`config.mk`:
```
export PLATFORM = sky130hd
export DESIGN_NAME = txbf_ch0
export DESIGN_NICKNAME = d
export VERILOG_FILES = /design/src/rtl/txbf_ch0.sv
export SDC_FILE = /design/constraint.sdc
export NUM_CORES = 1
export LEC_CHECK = 0
export CAP_MARGIN = 20
export CORE_ASPECT_RATIO = 1.25
export CORE_MARGIN = 10
export CORE_UTILIZATION = 55
export DETAILED_ROUTE_END_ITERATION = 8
export PLACE_DENSITY = 0.7
export SLEW_MARGIN = 25
export SYNTH_ARGS = -nofsm -noshare
export SYNTH_HDL_FRONTEND = slang
export SYNTH_SLANG_ARGS = --single-unit
```
`constraint.sdc`:
```
create_clock -name clk -period 3.2 [get_ports clk]
set_input_delay 0.64 -clock clk [delete_from_list [all_inputs] [get_ports clk]]
set_output_delay 0.64 -clock clk [all_outputs]
set_load 0.01 [all_outputs]
```
`src/rtl/txbf_ch0.sv`:
```
// Per-channel transmit beamformer: LUT-driven focusing delay followed by a bipolar
// pulse train for the HV pulser, with tx_en/tx_busy/tx_done status.

// Output invariants that must hold whenever the channel is out of reset
module txbf_ch0_chk (
   input logic clk,
   input logic rst,
   input logic pulse_p,
   input logic pulse_n,
   input logic tx_en,
   input logic tx_busy,
   input logic tx_done
);

   a_no_overlap: assert property (@(posedge clk) disable iff (rst) !(pulse_p && pulse_n));
   a_done_strobe: assert property (@(posedge clk) disable iff (rst) tx_done |=> !tx_done);
   a_en_busy: assert property (@(posedge clk) disable iff (rst) tx_en |-> tx_busy);

endmodule

module txbf_ch0 #(
   parameter int ADDR_WD = 7,
   parameter int DLY_WD  = 12,
   parameter int NCYC_WD = 4,
   parameter int HP_WD   = 5
) (
   input  logic               clk,
   input  logic               rst,
   input  logic [ADDR_WD-1:0] lut_addr,
   input  logic [DLY_WD-1:0]  lut_din,
   input  logic               lut_we,
   input  logic               tx_start,
   input  logic [ADDR_WD-1:0] line_addr,
   input  logic [NCYC_WD-1:0] n_cycles,
   input  logic [HP_WD-1:0]   half_period,
   input  logic               tx_abort,
   output logic               pulse_p,
   output logic               pulse_n,
   output logic               tx_en,
   output logic               tx_busy,
   output logic               tx_done
);

   localparam logic [HP_WD-1:0]   HP_ONE   = {{(HP_WD-1){1'b0}}, 1'b1};
   localparam logic [DLY_WD-1:0]  DLY_ONE  = {{(DLY_WD-1){1'b0}}, 1'b1};
   localparam logic [NCYC_WD-1:0] NCYC_ONE = {{(NCYC_WD-1){1'b0}}, 1'b1};

   typedef enum logic [2:0] {
      S_IDLE  = 3'd0,
      S_LOAD  = 3'd1,
      S_DELAY = 3'd2,
      S_PULSE = 3'd3,
      S_DONE  = 3'd4
   } state_t;

   state_t             state_r;
   logic [DLY_WD-1:0]  lut_r [0:(2**ADDR_WD)-1];
   logic [DLY_WD-1:0]  lut_rd_s;
   logic [ADDR_WD-1:0] line_r;
   logic [NCYC_WD-1:0] ncyc_r;
   logic [NCYC_WD-1:0] cyc_cnt_r;
   logic [HP_WD-1:0]   hp_r;
   logic [HP_WD-1:0]   hp_cnt_r;
   logic [DLY_WD-1:0]  dly_cnt_r;
   logic               phase_r;
   logic               pulse_p_r;
   logic               pulse_n_r;
   logic               tx_en_r;
   logic               tx_busy_r;
   logic               tx_done_r;

   // Host-writable delay table; deliberately untouched by rst
   always_ff @(posedge clk) begin
      if (lut_we) begin
         lut_r[lut_addr] <= lut_din;
      end
   end

   assign lut_rd_s = lut_r[line_r];

   // Transmit sequencer; outputs are registered from the state being entered
   always_ff @(posedge clk) begin
      if (rst) begin
         state_r   <= S_IDLE;
         line_r    <= '0;
         ncyc_r    <= '0;
         cyc_cnt_r <= '0;
         hp_r      <= HP_ONE;
         hp_cnt_r  <= HP_ONE;
         dly_cnt_r <= '0;
         phase_r   <= 1'b0;
         pulse_p_r <= 1'b0;
         pulse_n_r <= 1'b0;
         tx_en_r   <= 1'b0;
         tx_busy_r <= 1'b0;
         tx_done_r <= 1'b0;
      end else if (tx_abort && (state_r != S_IDLE)) begin
         state_r   <= S_IDLE;
         pulse_p_r <= 1'b0;
         pulse_n_r <= 1'b0;
         tx_en_r   <= 1'b0;
         tx_busy_r <= 1'b0;
         tx_done_r <= 1'b0;
      end else begin
         tx_done_r <= 1'b0;
         case (state_r)
            S_IDLE: begin
               pulse_p_r <= 1'b0;
               pulse_n_r <= 1'b0;
               if (tx_start && !tx_abort) begin
                  line_r    <= line_addr;
                  ncyc_r    <= n_cycles;
                  hp_r      <= (half_period == '0) ? HP_ONE : half_period;
                  state_r   <= S_LOAD;
                  tx_en_r   <= 1'b1;
                  tx_busy_r <= 1'b1;
               end else begin
                  tx_en_r   <= 1'b0;
                  tx_busy_r <= 1'b0;
               end
            end
            S_LOAD: begin
               dly_cnt_r <= lut_rd_s;
               if (lut_rd_s != '0) begin
                  state_r <= S_DELAY;
               end else if (ncyc_r == '0) begin
                  state_r   <= S_DONE;
                  tx_en_r   <= 1'b0;
                  tx_done_r <= 1'b1;
               end else begin
                  state_r   <= S_PULSE;
                  pulse_p_r <= 1'b1;
                  pulse_n_r <= 1'b0;
                  phase_r   <= 1'b0;
                  hp_cnt_r  <= HP_ONE;
                  cyc_cnt_r <= NCYC_ONE;
               end
            end
            S_DELAY: begin
               // Counter was loaded nonzero, so reaching one marks the last delay clock
               if (dly_cnt_r != DLY_ONE) begin
                  dly_cnt_r <= dly_cnt_r - DLY_ONE;
               end else if (ncyc_r == '0) begin
                  state_r   <= S_DONE;
                  tx_en_r   <= 1'b0;
                  tx_done_r <= 1'b1;
               end else begin
                  state_r   <= S_PULSE;
                  pulse_p_r <= 1'b1;
                  pulse_n_r <= 1'b0;
                  phase_r   <= 1'b0;
                  hp_cnt_r  <= HP_ONE;
                  cyc_cnt_r <= NCYC_ONE;
               end
            end
            S_PULSE: begin
               if (hp_cnt_r != hp_r) begin
                  hp_cnt_r <= hp_cnt_r + HP_ONE;
               end else if (!phase_r) begin
                  phase_r   <= 1'b1;
                  pulse_p_r <= 1'b0;
                  pulse_n_r <= 1'b1;
                  hp_cnt_r  <= HP_ONE;
               end else if (cyc_cnt_r == ncyc_r) begin
                  state_r   <= S_DONE;
                  pulse_p_r <= 1'b0;
                  pulse_n_r <= 1'b0;
                  tx_en_r   <= 1'b0;
                  tx_done_r <= 1'b1;
               end else begin
                  cyc_cnt_r <= cyc_cnt_r + NCYC_ONE;
                  phase_r   <= 1'b0;
                  pulse_p_r <= 1'b1;
                  pulse_n_r <= 1'b0;
                  hp_cnt_r  <= HP_ONE;
               end
            end
            S_DONE: begin
               state_r   <= S_IDLE;
               tx_busy_r <= 1'b0;
            end
            default: begin
               state_r   <= S_IDLE;
               pulse_p_r <= 1'b0;
               pulse_n_r <= 1'b0;
               tx_en_r   <= 1'b0;
               tx_busy_r <= 1'b0;
            end
         endcase
      end
   end

   assign pulse_p = pulse_p_r;
   assign pulse_n = pulse_n_r;
   assign tx_en   = tx_en_r;
   assign tx_busy = tx_busy_r;
   assign tx_done = tx_done_r;

   txbf_ch0_chk u_chk (
      .clk     (clk),
      .rst     (rst),
      .pulse_p (pulse_p_r),
      .pulse_n (pulse_n_r),
      .tx_en   (tx_en_r),
      .tx_busy (tx_busy_r),
      .tx_done (tx_done_r)
   );

endmodule

```
# After elaboration in Yosys (flattened, before gate mapping)
# Memories as Yosys holds them, arrays and structs flattened. A register that Yosys moved wholly into a read port is not among the register bits.
# Cells that the tools add are included.
[word_totals] regBits=46 mem_bits_rw=1536 input_bits=40 out_inout_bits=5 word_cells=119 mem_count=1
[memory_table] name="lut_r" depth=128 word_bits=12 rd=1 rd_clocked_by_memory_dff=1 write_ports=1 line="57" text="logic [DLY_WD-1:0] lut_r [0:(2**ADDR_WD)-1];"
[classes] addsub=3 n_eq_ne=16 muxes=64 bitwise_logic=2 n_reduce_logical=20
[ops] operator="$mux 5" n=7
[ops] operator="$mux 1" n=31
[ops] operator="$mux 4" n=6
[ops] operator="$pmux 12 s2" n=1
[ops] operator="$mux 3" n=7
[ops] operator="$ne 2x2->1 const B" n=8
[ops] operator="$pmux 5 s3" n=1
[ops] operator="$reduce_and 5->1" n=3
[ops] operator="$mux 7" n=2
[ops] operator="$mux 12" n=1
[ops] operator="$ne 12x1->1 const B" n=1
[ops] operator="$pmux 3 s4" n=1
[ops] operator="$pmux 4 s3" n=1
[ops] operator="$reduce_bool 12->1" n=1
[ops] operator="$sub 12x1->12 const B" n=1
[ops] operator="$pmux 1 s4" n=2
[ops] operator="$reduce_and 7->1" n=1
[ops] operator="$eq 3x2->1 const B" n=2
[ops] operator="$pmux 1 s3" n=2
[ops] operator="$reduce_and 3->1" n=2
[ops] operator="$reduce_and 6->1" n=1
[ops] operator="$reduce_bool 3->1" n=2
[ops] operator="$add 5x1->5 const B" n=1
[ops] operator="$logic_not 5->1" n=1
[ops] operator="17 further kinds" n=19

# Longest topological paths before layout
# Gate-level depths: netlist of the first run.
[depth] depth_word=6 ltp_mapped=17 mapped_depth_nobuf=11

# Least setup slack after synthesis of the first run
# Ideal clock, no wire load.
[synth_timing] path_kind="reg-to-reg" from="reg (tool-made name)" to="reg pulse_n_r, in the netlist pulse_n" setup_ns=0.116 arrival_time_ns=3.263 required_ns=3.084 slack_ns=-0.178 stages_incl_launch_ff=16 path_buffers=5 period_less_slack_ns=3.378 cell_sequence="dfxtp_1 > buf_6 > buf_8 > buf_6 > buf_2 > mux4_2 > mux2i_1 > a21oi_1 > a22oi_1 > o221ai_1 > a2111o_1 > nor4_4 > a21oi_2 > buf_6 > nor3b_2 > nor2_1"
[synth_rtl] item="to (signal assigned)" line="93" text="pulse_n_r <= 1'b0;"
[synth_rtl] item="to (signal assigned)" line="100" text="pulse_n_r <= 1'b0;"
[synth_rtl] item="to (signal assigned)" line="109" text="pulse_n_r <= 1'b0;"
[synth_rtl] item="to (decl)" line="67" text="logic pulse_n_r;"

==> flow_metrics.tcl, run 1 <==
set metrics [dict create \
    status "finished with violations" \
    violations "setup timing" \
    ys_async_sr_fraction 0 \
    rsz0062_at_grt "true" \
    fin_crit_ns 3.82 \
    yosysSeqAreaShare 0.762 \
    vias 34500 \
    syn_to_final_growth_pct 19.5 \
    fmax_ghz 0.262 \
    drt_iter0_markers 4703 \
    required_ns 3.87 \
    drc 0 \
    final_nets 3716 \
    hold_start "lut_din[6]" \
    viasPerCell 6.57 \
    setup_ws_ns -0.618 \
    numPortBuffers 44 \
    cts_hold_buffers 0 \
    start_util 0.554 \
    syn_nets 3162 \
    power_density_nw_per_um2 636 \
    globalRoute.totalOverflow 0 \
    place.gp.congestion 0.914 \
    core_area_um2 112000 \
    grt_pass1_wl_mm 244 \
    avgSynthCellArea_um2 19.9 \
    crit_type "flop to flop" \
    htreeDepth 4 \
    critical_path.startpoint_type "flop" \
    yosys_warnings 0 \
    r2r_end "pulse_p$_SDFFE_PP0P_" \
    crit_fanout 9 \
    wl_per_cell_um 32.1 \
    worstPathArrival_ns 4.49 \
    ir_worst_vdd_v 0.000572 \
    finalSetupTns_ns -9.56 \
    insertion_delay_ns 0.78 \
    final-setup-viol-count 23 \
    leakage_nw 23.5 \
    die_x_um 320 \
    cts_buffers 151 \
    die_area_um2 127000 \
    synth-edff-count 1536 \
    min_path_cells 1 \
    holdCritPathClass "input pin to flop" \
    yosysUniqueCellTypes 68 \
    drv_slew 0 \
    tightest_slew_ns 1.03 \
    ant_nets 0 \
    hold_viol 0 \
    clkTransAtPathRegs_ns 0.07 \
    ctsRootBufferMaster "clkbuf_16" \
    final_cell_mix "edfxtp_1, buf_4, mux4_2" \
    grt_max_degree 129 \
    end_kind "flop" \
    num_rows 137 \
    ff2ff_path_depth 15 \
    min_period_over_period 1.19 \
    cts.sinks 1589 \
    synth_seq_cells 1589 \
    ff2ff_setup_slack_ns -0.62 \
    drive_gt1_frac 0.313 \
    min_to "lut_r[20][6]$_DFFE_PP_" \
    fill_cells 7151 \
    fin_skew_ns 0.0226 \
    hpwlAfterDp_mm 108 \
    antenna_found_initial 3 \
    cap_violations 0 \
    synth_ff_type "edfxtp_1" \
    cts_max_path_buffers 3 \
    routed_wirelength_mm 169 \
    die_h_um 395 \
    syn-cell-area_um2 61900 \
    grt_pass1_vias 34900 \
    synthCells 3118 \
    grt_use_total 0.266 \
    timing.slew.headroom 0.305 \
    final_common_cell "edfxtp_1" \
    cts_tree "done" \
    io_pins 45 \
    drt_pass1_iterations 6 \
    power.total_mw 47.0 \
]
worst max-delay path, stage by stage, from the launching register on:
cell,delay [ns]
dfxtp_4,0.36
buf_12,0.15
buf_12,0.15
buf_12,0.15
buf_16,0.14
buf_4,0.18
mux2i_1,0.14
a221oi_1,0.39
o21ai_2,0.10
buf_4,0.14
a31oi_2,0.49
a221o_1,0.28
and3b_2,0.31
a21oi_4,0.35
nor2b_1,0.11
o221a_2,0.25
Yosys cell counts, drive strengths merged (5+ instances only):
| master | count | share of area |
|---|---|---|
| edfxtp | 1536 | 0.74 |
| nand3 | 53 | 0.0043 |
| nand2 | 92 | 0.0056 |
| o22ai | 38 | 0.0038 |
| buf | 85 | 0.010 |
| nand2b | 9 | 0.00091 |
| and3b | 9 | 0.0013 |
| clkbuf | 92 | 0.0056 |
| or2 | 11 | 0.0011 |
| o22a | 9 | 0.0013 |
| nor2b | 24 | 0.0024 |
| nor4 | 6 | 0.00085 |
| o221ai | 15 | 0.0022 |
| or3b | 7 | 0.00099 |
| nand4 | 7 | 0.00071 |
| or3 | 7 | 0.00071 |
| nor2 | 168 | 0.010 |
| a211oi | 9 | 0.0011 |
| a22o | 5 | 0.00071 |
| xor2 | 7 | 0.00099 |
| a221oi | 60 | 0.0085 |
| a31oi | 16 | 0.0016 |
| a21oi | 58 | 0.0047 |
| o21ai | 77 | 0.0062 |
| mux4 | 308 | 0.11 |
| a22oi | 48 | 0.0059 |
| or4 | 5 | 0.00061 |
| and2 | 10 | 0.0010 |
| inv | 10 | 0.00061 |
| nor3 | 30 | 0.0024 |
| mux2i | 191 | 0.031 |
| dfxtp | 53 | 0.017 |
power by group:
group          internal, mW  switching [mW]
Combinational          2.62            3.46
Clock                  10.3            7.58
Sequential             23.0           0.125
Total                  35.9            11.2
per-stage QoR:
stage | util | hold WS (ns) | worst slack, ns | instance area [um^2] | std cells
6_report | 0.662 | 0.287 | -0.618 | 74000 | 5252
3_3_place_gp | 0.607 | 0.460 | -0.783 | 67900 | 4933
3_5_place_dp | 0.607 | 0.477 | -0.781 | 67900 | 4933
5_1_grt | 0.662 | 0.259 | -0.643 | 74000 | 5250
2_1_floorplan | - | 0.428 | -0.0613 | 62000 | 3118
4_1_cts | 0.659 | 0.248 | -0.528 | 73600 | 5239
cell type report:
cell class / count / area (um^2) / share of cell area
Tap cell: 1459 / 1830 / 0.0247
Inverter: 11 / 41.3 / 0.000558
Clock inverter: 75 / 762 / 0.0103
Sequential cell: 1589 / 47200 / 0.638
Antenna cell: 3 / 7.51 / 0.000101
Clock buffer: 196 / 4180 / 0.0565
Multi-Input combinational cell: 1342 / 14200 / 0.192
Timing Repair Buffer: 577 / 5760 / 0.0778
cell families after synthesis:
group	count (synthesis)	synth area share
simple gates	453	0.0349
flops	1589	0.762
xor+xnor	9	0.00127
buf+inv	188	0.0164
mux	499	0.143
fa+ha+maj	4	0.000808
compound gates	376	0.0420
state kept, by name, summed over array words and instances (netlist names), 3 cells and up, named ones only:
register,flops
lut_r,1536
dly_cnt_r,12
line_r,7
hp_cnt_r,5
hp_r,5
cyc_cnt_r,4
ncyc_r,4
state_r,3
metal layers:
metal,wire length (um),GRT usage,vias to the layer above
li1,-,-,14000
met1,59800,0.337,17900
met2,83500,0.438,2113
met3,16100,0.0549,443
met4,9300,0.132,2
met5,13,0,-
what timing repair did:
action | CTS | global route
setup buffers | 26 | 11
endpoints found under the hold margin | 0 | 0
cloned | 9 | 1
endpoints found under the setup margin | 22 | 26
pin swaps | 10 | 12
gates resized for setup | 87 | 60
worst max-delay path by stage:
stage               depth (start not counted)  startpoint                   endpoint  slack (ns)
floorplan                                  13        flop  cyc_cnt_r[3]$_SDFFE_PP0P_       -0.06
global placement                           12        flop       pulse_p$_SDFFE_PP0P_       -0.78
detailed placement                         13        flop       pulse_p$_SDFFE_PP0P_       -0.78
CTS                                        13        flop         tx_done$_SDFF_PP0_       -0.53
global route                               15        flop         tx_done$_SDFF_PP0_       -0.64
finish                                     15        flop       pulse_p$_SDFFE_PP0P_       -0.62
Power figures use the tool's default switching activity.
==> run 2: changes to the inputs <==
PLACE_DENSITY = 0.67   (was 0.7)
clock period = 3.55 ns   (was 3.2 ns; I/O delays follow)
==> run 2 against run 1 <==
Hold slack improved by 0.16 ns. The run still ends with setup timing left. Combinational power decreased by 14%. Wire length decreased by 2.9%. Final area decreased by 1.6%. Die area unchanged. Sequential share of layout area increased by 1.0 points. Critical path depth increased by 2. Count of clock-buffer cells in the layout decreased by 8. Fmax decreased by 1.5%. Final cell count decreased by 0.82%. Critical endpoint is now cyc_cnt_r[0]$_SDFFE_PP0P_. Flip-flop and latch count unchanged. Critical path type unchanged. Largest cell class unchanged. Global-route usage decreased by 0.68 points.
==> flow_metrics.tcl, run 2 (synthesis results as in run 1) <==
set metrics [dict create \
    status "finished with violations" \
    violations "setup timing" \
    timing.slew.headroom 0.277 \
    tightest_slew_ns 1.08 \
    htreeDepth 4 \
    hold_viol 0 \
    fin_skew_ns 0.0310 \
    grt_pass1_wl_mm 238 \
    grt_pass1_vias 34100 \
    io_pins 45 \
    leakage_nw 23.0 \
    routed_wirelength_mm 164 \
    clock_power_share 0.370 \
    crit_type "flop to flop" \
    place.gp.congestion 0.904 \
    finalSetupTns_ns -3.33 \
    instances_no_fill 5209 \
    syn_to_final_growth_pct 17.6 \
    drc 0 \
    drv_slew 0 \
    dp.cells 4887 \
    viasPerCell 6.48 \
    stdcell_area_um2 72800 \
    die_x_um 320 \
    final-setup-viol-count 17 \
    fin_crit_ns 3.88 \
    final_cell_mix "edfxtp_1, buf_4, mux4_2" \
    die_h_um 395 \
    final_common_cell "edfxtp_1" \
    cts_buffers 150 \
    cts.sinks 1589 \
    drive_gt1_frac 0.295 \
    wl_per_cell_um 31.4 \
    internal_power_mw 31.4 \
    hpwlAfterDp_mm 107 \
    min_period_over_period 1.09 \
    drt_iter0_markers 4025 \
    insertion_delay_ns 0.80 \
    die_area_um2 127000 \
    holdCritPathClass "input pin to flop" \
    power_density_nw_per_um2 568 \
    rsz0062_at_grt "true" \
    top_regs "lut_r x1536, dly_cnt_r x12, line_r x7" \
    grt_max_degree 81 \
    vias 33700 \
    numPortBuffers 44 \
    final_nets 3669 \
    fin_util 0.652 \
    top_register "lut_r" \
    p_comb_frac 0.126 \
    crit_fanout 11 \
    end_kind "flop" \
    sw_frac_of_total 0.242 \
    postPlaceCellArea_um2 67300 \
    fmax_ghz 0.258 \
    globalRoute.totalOverflow 0 \
    clkTransAtPathRegs_ns 0.06 \
    switchingPower_mw 10.0 \
    drt_pass1_iterations 6 \
    ctsRootBufferMaster "clkbuf_16" \
    power_frac_seq 0.504 \
    critical_path.startpoint_type "flop" \
    cts_tree "done" \
    ir_worst_vdd_v 0.000533 \
    core_area_um2 112000 \
    start_util 0.554 \
    antenna_found_initial 4 \
    cap_violations 0 \
    required_ns 4.22 \
    num_rows 137 \
    cts_max_path_buffers 3 \
    hold_slack_ns 0.444 \
    ant_nets 0 \
    largest_register_ffs 1536 \
    grt_use_total 0.260 \
    worstPathArrival_ns 4.55 \
    setup_ws_ns -0.326 \
]
==> run 2: repair_timing <==
action | in CTS | in global routing
cloned | 5 | 1
hold buffers | 0 | 0
pin swaps | 27 | 10
setup buffers | 36 | 6
resized for setup | 57 | 28
endpoints found under the setup margin | 19 | 19
==> run 2: per-layer routing <==
layer | routed length, um | share of wire | GRT usage | up-vias
li1 | - | - | - | 14000
met1 | 61200 | 0.37 | 0.337 | 17700
met2 | 81700 | 0.50 | 0.428 | 1752
met3 | 13400 | 0.082 | 0.0472 | 351
met4 | 7410 | 0.045 | 0.115 | 4
met5 | 25 | 0.00015 | 0 | -
==> run 2: worst max-delay path, stage by stage, from the launching register on <==
cell	delay [ns]
dfxtp_4	0.49
buf_4	0.26
buf_12	0.17
nand3b_1	0.21
buf_4	0.26
o22ai_1	0.11
buf_4	0.16
nor3_1	0.45
o22ai_1	0.14
buf_4	0.17
nor2_1	0.35
nor4_4	0.09
buf_4	0.17
a21oi_2	0.15
buf_6	0.17
buf_4	0.13
nor2_4	0.03
o211a_1	0.21
==> run 2: area by class of cell <==
class	count	area [um^2]
diodes	1	2.50
clock buffers	188	3920
clock inverters	88	739
fillers	7348	38900
inverters	11	41.3
multi-input cells	1341	14100
flip-flops and latches	1589	47200
well taps	1459	1830
repair buffers	532	5040
==> run 2: worst paths after layout <==
check	start	to	slack, ns	cells past startpoint
hold / removal	lut_din[3]	lut_r[20][3]$_DFFE_PP_	0.44	1
hold reg to reg	line_r[2]$_SDFFE_PP0P_	flop	0.46	2
setup reg to reg	flop	cyc_cnt_r[0]$_SDFFE_PP0P_	-0.33	17
setup / recovery	flop	cyc_cnt_r[0]$_SDFFE_PP0P_	-0.33	17
==> run 2: power groups by stage <==
stage / clock network, mW / registers, mW / logic, mW
finish: 15.3 / 20.9 / 5.21
global route: 16.3 / 20.9 / 5.43
CTS: 15.5 / 20.8 / 5.06
detailed placement: 0 / 21.3 / 4.77
global placement: 0 / 21.2 / 4.68
floorplan: 0 / 21.2 / 2.62
==> run 2: metrics by stage <==
stage	power, mW	setup slack (ns)
after global routing	42.5	-0.318
final	41.4	-0.326
after CTS	41.4	-0.205
after detailed placement	26.0	-0.502
after global placement	25.9	-0.487
after floorplan	23.8	0.172
